[config.mk]
export PLATFORM = sky130hd
export DESIGN_NAME = fetch_unit
export DESIGN_NICKNAME = d
export VERILOG_FILES = /design/src/rtl/fetch_unit.sv
export SDC_FILE = /design/constraint.sdc
export NUM_CORES = 1
export LEC_CHECK = 0
export CORE_MARGIN = 1
export CORE_UTILIZATION = 40
export DETAILED_ROUTE_END_ITERATION = 8
export GPL_TIMING_DRIVEN = 0
export PLACE_DENSITY_LB_ADDON = 0.15
export SLEW_MARGIN = 10
export SYNTH_ARGS = -nofsm -noshare
export SYNTH_HDL_FRONTEND = slang
export SYNTH_SLANG_ARGS = --single-unit
[constraint.sdc]
create_clock -name CLK -period 9.5 [get_ports CLK]
set_input_delay 2.85 -clock CLK [delete_from_list [all_inputs] [get_ports CLK]]
set_output_delay 2.85 -clock CLK [all_outputs]
set_load 0.01 [all_outputs]
[src/rtl/fetch_unit.sv]
// Instruction-fetch stage: PC generation, ROM latency alignment, stall skid buffer, IF/ID register.
// Optional macro FETCH_PERF_CNT_EN adds the FETCH_COUNT / SQUASH_COUNT counters.
module fetch_unit #(
    parameter int unsigned      WIDTH    = 32,
    parameter logic [WIDTH-1:0] RESET_PC = {WIDTH{1'b0}},
    parameter logic [WIDTH-1:0] PC_STEP  = WIDTH'(32'd4)
) (
    input  logic             CLK,
    input  logic             RESET,
    output logic [WIDTH-1:0] ADDRESS,
    input  logic [WIDTH-1:0] INSTR,
    input  logic             STALL,
    input  logic             REDIRECT,
    input  logic [WIDTH-1:0] REDIRECT_PC,
    output logic [WIDTH-1:0] IFID_INSTR,
    output logic [WIDTH-1:0] IFID_PC,
    output logic             IFID_VALID
`ifdef FETCH_PERF_CNT_EN
    ,
    output logic [31:0]      FETCH_COUNT,
    output logic [31:0]      SQUASH_COUNT
`endif
);

    localparam logic [WIDTH-1:0] ALIGN_MASK = ~(WIDTH'(32'd3));

    logic [WIDTH-1:0] pc_q, pc_d;
    logic [WIDTH-1:0] req_pc_q, req_pc_d;
    logic             req_valid_q, req_valid_d;
    logic [WIDTH-1:0] skid_q, skid_d;
    logic             skid_valid_q, skid_valid_d;
    logic [WIDTH-1:0] ifid_instr_q, ifid_instr_d;
    logic [WIDTH-1:0] ifid_pc_q, ifid_pc_d;
    logic             ifid_valid_q, ifid_valid_d;

    // Next-state selection with priority redirect > stall > advance.
    always_comb begin
        pc_d         = pc_q;
        req_pc_d     = req_pc_q;
        req_valid_d  = req_valid_q;
        skid_d       = skid_q;
        skid_valid_d = skid_valid_q;
        ifid_instr_d = ifid_instr_q;
        ifid_pc_d    = ifid_pc_q;
        ifid_valid_d = ifid_valid_q;
        if (REDIRECT) begin
            pc_d         = REDIRECT_PC & ALIGN_MASK;
            req_valid_d  = 1'b0;
            skid_valid_d = 1'b0;
            ifid_valid_d = 1'b0;
        end else if (STALL) begin
            // The word for req_pc_q is only on INSTR during the first stall cycle.
            if (!skid_valid_q && req_valid_q) begin
                skid_d       = INSTR;
                skid_valid_d = 1'b1;
            end else begin
                skid_d       = skid_q;
                skid_valid_d = skid_valid_q;
            end
        end else begin
            pc_d         = pc_q + PC_STEP;
            req_pc_d     = pc_q;
            req_valid_d  = 1'b1;
            ifid_instr_d = skid_valid_q ? skid_q : INSTR;
            ifid_pc_d    = req_pc_q;
            ifid_valid_d = req_valid_q;
            skid_valid_d = 1'b0;
        end
    end

    // Pipeline state registers.
    always_ff @(posedge CLK or posedge RESET) begin
        if (RESET) begin
            pc_q         <= RESET_PC;
            req_pc_q     <= {WIDTH{1'b0}};
            req_valid_q  <= 1'b0;
            skid_q       <= {WIDTH{1'b0}};
            skid_valid_q <= 1'b0;
            ifid_instr_q <= {WIDTH{1'b0}};
            ifid_pc_q    <= {WIDTH{1'b0}};
            ifid_valid_q <= 1'b0;
        end else begin
            pc_q         <= pc_d;
            req_pc_q     <= req_pc_d;
            req_valid_q  <= req_valid_d;
            skid_q       <= skid_d;
            skid_valid_q <= skid_valid_d;
            ifid_instr_q <= ifid_instr_d;
            ifid_pc_q    <= ifid_pc_d;
            ifid_valid_q <= ifid_valid_d;
        end
    end

    assign ADDRESS    = pc_q;
    assign IFID_INSTR = ifid_instr_q;
    assign IFID_PC    = ifid_pc_q;
    assign IFID_VALID = ifid_valid_q;

`ifdef FETCH_PERF_CNT_EN
    logic [31:0] fetch_count_q, fetch_count_d;
    logic [31:0] squash_count_q, squash_count_d;

    // Count real IF/ID loads and redirects that discard live work.
    always_comb begin
        fetch_count_d  = fetch_count_q;
        squash_count_d = squash_count_q;
        if (REDIRECT) begin
            if (req_valid_q || ifid_valid_q) begin
                squash_count_d = squash_count_q + 32'd1;
            end else begin
                squash_count_d = squash_count_q;
            end
        end else if (!STALL && req_valid_q) begin
            fetch_count_d = fetch_count_q + 32'd1;
        end else begin
            fetch_count_d = fetch_count_q;
        end
    end

    // Counter registers, wrapping at 2^32.
    always_ff @(posedge CLK or posedge RESET) begin
        if (RESET) begin
            fetch_count_q  <= 32'd0;
            squash_count_q <= 32'd0;
        end else begin
            fetch_count_q  <= fetch_count_d;
            squash_count_q <= squash_count_d;
        end
    end

    assign FETCH_COUNT  = fetch_count_q;
    assign SQUASH_COUNT = squash_count_q;
`endif

endmodule
After elaboration in Yosys (flattened, before gate mapping)
Index checks and enable logic that the tools add are counted.
Widths: inputs -> output; s select.
{"block": "classes", "add_sub_neg": 1, "eq_ne": 2, "muxes": 10, "bitwise_logic": 2, "reduce_logical": 4}
{"op": "$mux 32", "n": 3}
{"op": "$add 32x3->32 const B", "n": 1}
{"op": "$mux 1", "n": 7}
{"op": "$ne 3x1->1 const B", "n": 1}
{"op": "$reduce_and 3->1", "n": 1}
{"op": "$ne 2x1->1 const B", "n": 1}
{"op": "$not 1->1", "n": 2}
{"op": "$reduce_and 2->1", "n": 1}
{"op": "$logic_and 1x1->1", "n": 1}
{"op": "$logic_not 1->1", "n": 1}
{"block": "totals", "regBits": 163, "input_bits": 68, "output_inout_bits": 97, "word_cells": 27}

Logic depth before layout (Yosys ltp)
Gate-level depths: netlist of run 1.
{"block": "depth", "word_depth": 5, "ltp_mapped": 7, "mapped_depth_nobuf": 5}

Least setup slack after synthesis of run 1
OpenSTA, ideal clock, no wires.
{"block": "synth_timing", "kind": "input -> register", "from": "input STALL", "to": "register pc_q[28], in the netlist ADDRESS[28]", "setup_time_ns": 0.082, "t_arrival_ns": 4.246, "required_ns": 9.418, "path_slack_ns": 5.172, "stages": 5, "n_path_buf": 1, "path_cell_list": "nand4b_4 > or4_1 > buf_2 > or4_1 > a31oi_1"}
{"block": "synth_via", "elab_chain_cells": 1}
{"element": "from (decl)", "line_no": "12", "source": "input logic STALL,"}
{"element": "$ne 2x1->1 (no source line)"}
{"element": "to (signal assigned)", "line_no": "83", "source": "pc_q <= pc_d;"}
{"element": "to (decl)", "line_no": "27", "source": "logic [WIDTH-1:0] pc_q, pc_d;"}
No other way between the ends.
A chain may end at the register's enable or synchronous reset.

Worst setup path after layout of run 1
{"block": "layout_timing", "from": "input STALL", "to": "register skid_q[26]"}
{"block": "layout_via", "elab_chain_cells": 1}
{"element": "$reduce_and 3->1 (no source line)"}
{"element": "to (signal assigned)", "line_no": "77", "source": "skid_q <= {WIDTH{1'b0}};"}
{"element": "to (signal assigned)", "line_no": "86", "source": "skid_q <= skid_d;"}
{"element": "to (decl)", "line_no": "30", "source": "logic [WIDTH-1:0] skid_q, skid_d;"}
No other way between the ends.

==> results.py, run 1 <==
metrics = {
    "timing": {
        "drv_slew": 0,
        "timing.fmax_mhz": 209.1,
        "fin_setup_tns_ns": 0,
        "setup_ws_ns": 4.718,
        "period_needed_ns": 4.782,
        "worst_pin_slew_ns": 0.7977,
        "fin_skew_ns": 0.01103,
        "finalCritPeriodShare_pct": 50.34,
        "hold_viol": 0,
        "setup_viol": 0,
        "rsz0062_at_grt": "false",
        "holdWs_ns": 0.5020,
        "slew_headroom_pct": 46.82,
    },
    "die": {
        "die_h_um": 131.7,
        "die_area_um2": 17340,
        "placementRows": 47,
        "die_w_um": 131.7,
        "io_pins": 165,
        "start_util_pct": 40.71,
        "core_um2": 16520,
    },
    "route": {
        "wl_per_cell_um": 16.93,
        "via_count": 4960,
        "first_pass_iters": 4,
        "drt_iter0_markers": 264,
        "wirelength_um": 16270,
        "drtAntennaViolNets": 0,
        "drt-vias-per-instance": 5.161,
        "drc": 0,
    },
    "place": {
        "post-place-ws_ns": 4.201,
        "port_buffers": 158,
        "place_congestion": 0.7353,
        "dpl.hpwl_um": 11400,
    },
    "critical_path": {
        "crit_type": "in2reg",
        "critPathCaptureType": "flip-flop",
        "crit_fanout": 10,
        "cp.arrival_ns": 5.08,
        "worst_setup_path_start_kind": "primary input",
        "cp_data_required_time_ns": 9.80,
    },
    "global_routing": {
        "grt_antenna_before_repair": 0,
        "grt_pass1_wl_um": 26860,
        "grt_overflow": 0,
        "grt_use_total_pct": 19.74,
        "grt_pass1_vias": 5065,
        "grt_max_degree": 107,
    },
    "synth": {
        "synthFlopType": "dfrtp_1",
        "synth_cell_types": 40,
        "yosysSeqAreaShare_pct": 58.40,
        "synth_edf_count": 0,
        "syn_area_per_cell_um2": 12.28,
        "synth_area_um2": 6728,
        "ys_ff_latch": 157,
        "ys_async_sr_fraction_pct": 100.0,
        "syn-instance-count": 548,
        "yosys_warnings": 0,
    },
    "power_and_ir_drop": {
        "design_power_total_mw": 2.003,
        "p_leak_nw": 3.701,
        "power.share.clock_pct": 36.5,
        "combPwrFrac_pct": 19.9,
        "p_int_mw": 1.499,
        "p_per_area_nw_per_um2": 216.2,
        "sequentialPowerShare_pct": 43.6,
        "power.switching_mw": 0.5037,
        "vdd_drop_max_v": 0.0001401,
        "sw_frac_of_total_pct": 25.15,
    },
    "layout": {
        "fillers": 1431,
        "seqCellArea_um2": 3929,
        "drive_gt1_share_pct": 18.22,
        "antenna_cells": 0,
        "multiInputGateArea_um2": 2621,
        "area_growth_pct": 37.72,
        "final_net_count": 798,
        "finish.utilization_pct": 56.07,
    },
    "clock_network": {
        "cts_made_buffers": 17,
        "cts_resized": 0,
        "cts_buffer_depth": 2,
        "post-cts-setup-buffers": 0,
        "cts_tree": "done",
        "cts_max_level": 4,
        "cts_num_sinks": 157,
        "cts_hold_buf": 0,
        "cts_root_buf": "clkbuf_16",
        "clkLatencyLatePin_ns": 0.42,
        "cts.clk_slew.worst_paths_ns": 0.06,
    },
    "worst_hold_path": {
        "hold_path_class": "reg2reg",
    },
    "run": {
        "maxCapViolations": 0,
    },
    "run_status": {
        "status": "finished, final reports clean",
    },
}
-- final timing paths --
check | startpoint | end | slack, ns | depth (start not counted)
setup / recovery | STALL | skid_q[26] | 4.72 | 5
hold / removal | req_pc_q[28] | IFID_PC[28] | 0.50 | 1
setup reg to reg | ADDRESS[2] | ADDRESS[24] | 7.22 | 7
hold reg to reg | req_pc_q[28] | IFID_PC[28] | 0.50 | 1
max in group asynchronous | RESET | req_pc_q[15] | 5.82 | 3
min in group asynchronous | RESET | IFID_PC[4] | 2.84 | 2
-- stage by stage --
stage	instance area (um2)	std cells
after global placement	8596	929
after floorplan	6739	551
final	9265	961
after detailed placement	8631	930
after global routing	9265	961
after CTS	9265	961
-- routing by layer --
metal / up-vias / GRT usage, % / part of all wire [%]
met4: 0 / 6.977 / 1.7
met5: - / 0 / 0
met1: 2471 / 27.05 / 46
met2: 144 / 30.54 / 47
met3: 19 / 4.745 / 5.1
li1: 2326 / - / -
-- final cells by class --
| type | count | area share [%] |
|---|---|---|
| timing repair buffer | 159 | 17.37 |
| inverter | 6 | 0.3241 |
| clock buffer | 22 | 5.118 |
| tap | 220 | 2.971 |
| multi-input combinational | 349 | 28.29 |
| clock inverter | 9 | 1.729 |
| buffer | 39 | 1.796 |
| sequential | 157 | 42.40 |
-- Yosys cell counts (2+ instances only) --
cell      number  area, um2
o21ai_0       13      65.06
buf_4          4      30.03
clkbuf_1      27      101.4
buf_2          3      15.01
a21oi_1       34      170.2
o31a_1         2      17.52
nand2_1       23      86.33
nand3_1       13      65.06
nor2_1        50      187.7
nand4_1        5      31.28
mux2_2        92       1036
nor3_1         3      15.01
nor4_1         2      12.51
buf_1          4      15.01
o31ai_1       11      82.58
a31oi_1       14      87.58
mux2i_1       34      340.3
inv_1          6      22.52
dfrtp_1      157       3929
xnor2_1        6      52.55
o211ai_1       4      30.03
or4_1         16      120.1
and3_1         4      25.02
xor2_1         4      35.03
or3_1          2      12.51
-- power groups by stage --
stage	clock, mW	sequential (mW)	combinational [mW]
global route	0.774	0.890	0.433
detailed placement	0	0.886	0.405
floorplan	0	0.900	0.165
CTS	0.746	0.874	0.407
finish	0.731	0.873	0.399
global placement	0	0.878	0.394
-- worst max-delay path, cell delays in order --
cell             delay, ns
clkdlybuf4s50_1       0.48
buf_2                 0.22
nor4b_2               0.56
clkbuf_1              0.56
mux2_2                0.41
-- placed cells by master, fill, tap and decap left out, types with 11 or more instances in the layout --
cell type | Yosys | final
mux2_2 | 92 | 92
o21ai_0 | 13 | 13
nor2_1 | 50 | 50
nand2_1 | 23 | 23
or4_1 | 16 | 16
o31ai_1 | 11 | 11
a21oi_1 | 34 | 34
clkdlybuf4s50_1 | 0 | 158
a31oi_1 | 14 | 14
mux2i_1 | 34 | 34
nand3_1 | 13 | 13
clkbuf_16 | 0 | 17
clkbuf_1 | 27 | 29
dfrtp_1 | 157 | 157
-- cell families after synthesis --
group	count (synthesis)	share of synthesized area [%]
adders and majority gates	1	0.1859
buffers and inverters	45	2.808
muxes	126	20.46
and+or+nand+nor	128	9.782
DFF	157	58.40
AOI/OAI and AO/OA	80	7.011
other	1	0.05574
xor gates and xnor gates	10	1.302
-- flip-flops by register name, indices dropped and copies added (netlist names) --
register      count
ADDRESS          30
IFID_INSTR       32
IFID_PC          30
IFID_VALID        1
req_pc_q         30
req_valid_q       1
skid_q           32
skid_valid_q      1
Power figures use the tool's default switching activity.
==> run 2: changes to the inputs <==
==> constraint.sdc (replaced) <==
create_clock -name CLK -period 4.65 [get_ports CLK]
set_input_delay 1.395 -clock CLK [delete_from_list [all_inputs] [get_ports CLK]]
set_output_delay 1.395 -clock CLK [all_outputs]
set_load 0.01 [all_outputs]
==> results.py, run 2 (synthesized netlist as in run 1, its figures left out) <==
metrics = {
    "route": {
        "wirelength_um": 16350,
        "via_count": 5006,
        "wl_per_cell_um": 16.99,
        "first_pass_iters": 5,
        "drt_iter0_markers": 266,
        "drc": 0,
        "drtAntennaViolNets": 0,
        "drt-vias-per-instance": 5.204,
    },
    "global_routing": {
        "grt_max_degree": 41,
        "grt_pass1_vias": 5176,
        "grt_use_total_pct": 19.73,
        "grt_antenna_before_repair": 0,
        "grt_overflow": 0,
        "grt_pass1_wl_um": 26760,
    },
    "die": {
        "core_um2": 16520,
        "die_h_um": 131.7,
        "io_pins": 165,
        "start_util_pct": 40.71,
        "die_area_um2": 17340,
        "die_w_um": 131.7,
        "placementRows": 47,
    },
    "worst_hold_path": {
        "hold_depth": 1,
        "min_from": "req_pc_q[15]",
        "hold_path_class": "reg2reg",
        "min_to": "req_pc_q[15]",
    },
    "timing": {
        "timing.fmax_mhz": 294.3,
        "fin_skew_ns": 0.006636,
        "holdWs_ns": 0.5015,
        "drv_slew": 0,
        "slew_headroom_pct": 47.54,
        "hold_viol": 0,
        "finalCritPeriodShare_pct": 73.07,
        "period_needed_ns": 3.398,
        "setup_ws_ns": 1.252,
        "rsz0062_at_grt": "false",
        "setup_viol": 0,
        "worst_pin_slew_ns": 0.7869,
    },
    "power_and_ir_drop": {
        "sequentialPowerShare_pct": 44.5,
        "power.share.clock_pct": 35.1,
        "power.switching_mw": 1.000,
        "vdd_drop_max_v": 0.0002794,
        "p_int_mw": 3.015,
        "combPwrFrac_pct": 20.4,
        "p_per_area_nw_per_um2": 432.5,
        "sw_frac_of_total_pct": 24.91,
        "p_leak_nw": 3.706,
    },
    "layout": {
        "antenna_cells": 0,
        "area_growth_pct": 38.00,
        "drive_gt1_share_pct": 18.46,
        "final_cell_mix": "clkdlybuf4s50_1 (158), dfrtp_1 (157), mux2_2 (92)",
        "final_common_cell": "clkdlybuf4s50_1",
        "finish.utilization_pct": 56.18,
        "final_net_count": 801,
        "fillers": 1455,
    },
    "clock_network": {
        "clkLatencyLatePin_ns": 0.42,
        "cts.clk_slew.worst_paths_ns": 0.06,
        "post-cts-setup-buffers": 0,
        "cts_tree": "done",
        "cts_root_buf": "clkbuf_16",
        "cts_max_level": 4,
        "cts_hold_buf": 0,
        "cts_num_sinks": 157,
        "cts_made_buffers": 17,
        "cts_resized": 0,
        "cts_buffer_depth": 2,
    },
    "run": {
        "maxCapViolations": 0,
    },
    "place": {
        "port_buffers": 158,
        "post-place-ws_ns": 0.7789,
        "dpl.hpwl_um": 11790,
        "place_congestion": 0.7436,
    },
    "critical_path": {
        "crit_type": "in2reg",
        "cp.arrival_ns": 3.70,
        "cp_data_required_time_ns": 4.95,
        "worst_setup_path_start_kind": "primary input",
        "ff2ff_path_depth": 4,
        "regToRegStartpoint": "skid_valid_q",
        "critPathCaptureType": "flip-flop",
        "reg2reg_to": "skid_q[22]",
        "rrSetupSlack_ns": 2.31,
        "crit_fanout": 10,
    },
    "run_status": {
        "status": "finished, final reports clean",
    },
}
run 2: power by group through the flow:
stage | clock network, mW | registers (mW) | logic (mW)
2_1_floorplan | 0 | 1.84 | 0.337
3_3_place_gp | 0 | 1.80 | 0.805
3_5_place_dp | 0 | 1.81 | 0.834
4_1_cts | 1.44 | 1.79 | 0.837
5_1_grt | 1.49 | 1.82 | 0.888
6_report | 1.41 | 1.79 | 0.821
run 2: how the worst max path moves through the flow:
stage | from | slack, ns | end | cells after the start
3_3_place_gp | RESET | -0.03 | IFID_INSTR[2] | 2
4_1_cts | STALL | 1.22 | skid_q[20] | 5
3_5_place_dp | STALL | 0.78 | skid_q[22] | 5
5_1_grt | STALL | 1.09 | IFID_INSTR[10] | 7
2_1_floorplan | RESET | 1.27 | ADDRESS[10] | 1
6_report | STALL | 1.25 | skid_q[22] | 5
run 2: final cells by class:
cell class	instances	area [um2]	share of cell area, %
buffer	39	166.4	1.792
clock buffer	22	484.2	5.216
clock inverter	7	112.6	1.213
inverter	6	26.28	0.2830
multi-input combinational	349	2621	28.23
sequential	157	3929	42.32
tap	220	275.3	2.965
timing repair buffer	162	1669	17.98
run 2: worst max-delay path, cell delays in order:
cell and delay [ns]:
clkdlybuf4s50_1 0.49, buf_2 0.24, nor4b_2 0.61, clkbuf_1 0.55, mux2_2 0.41
run 2: through the flow:
stage / area (um2) / TNS, ns / cells / power, mW
floorplan: 6743 / 0 / 551 / 2.177
global placement: 8600 / -3.122 / 929 / 2.600
detailed placement: 8687 / 0 / 933 / 2.644
CTS: 9284 / 0 / 962 / 4.068
global route: 9284 / 0 / 962 / 4.202
finish: 9284 / 0 / 962 / 4.015
run 2: routing by layer:
metal | wire (um) | global-route usage, % | vias up
li1 | - | - | 2332
met5 | 0 | 0 | -
met1 | 7208 | 25.48 | 2494
met3 | 926 | 5.054 | 19
met4 | 263 | 6.912 | 0
met2 | 7949 | 32.10 | 161
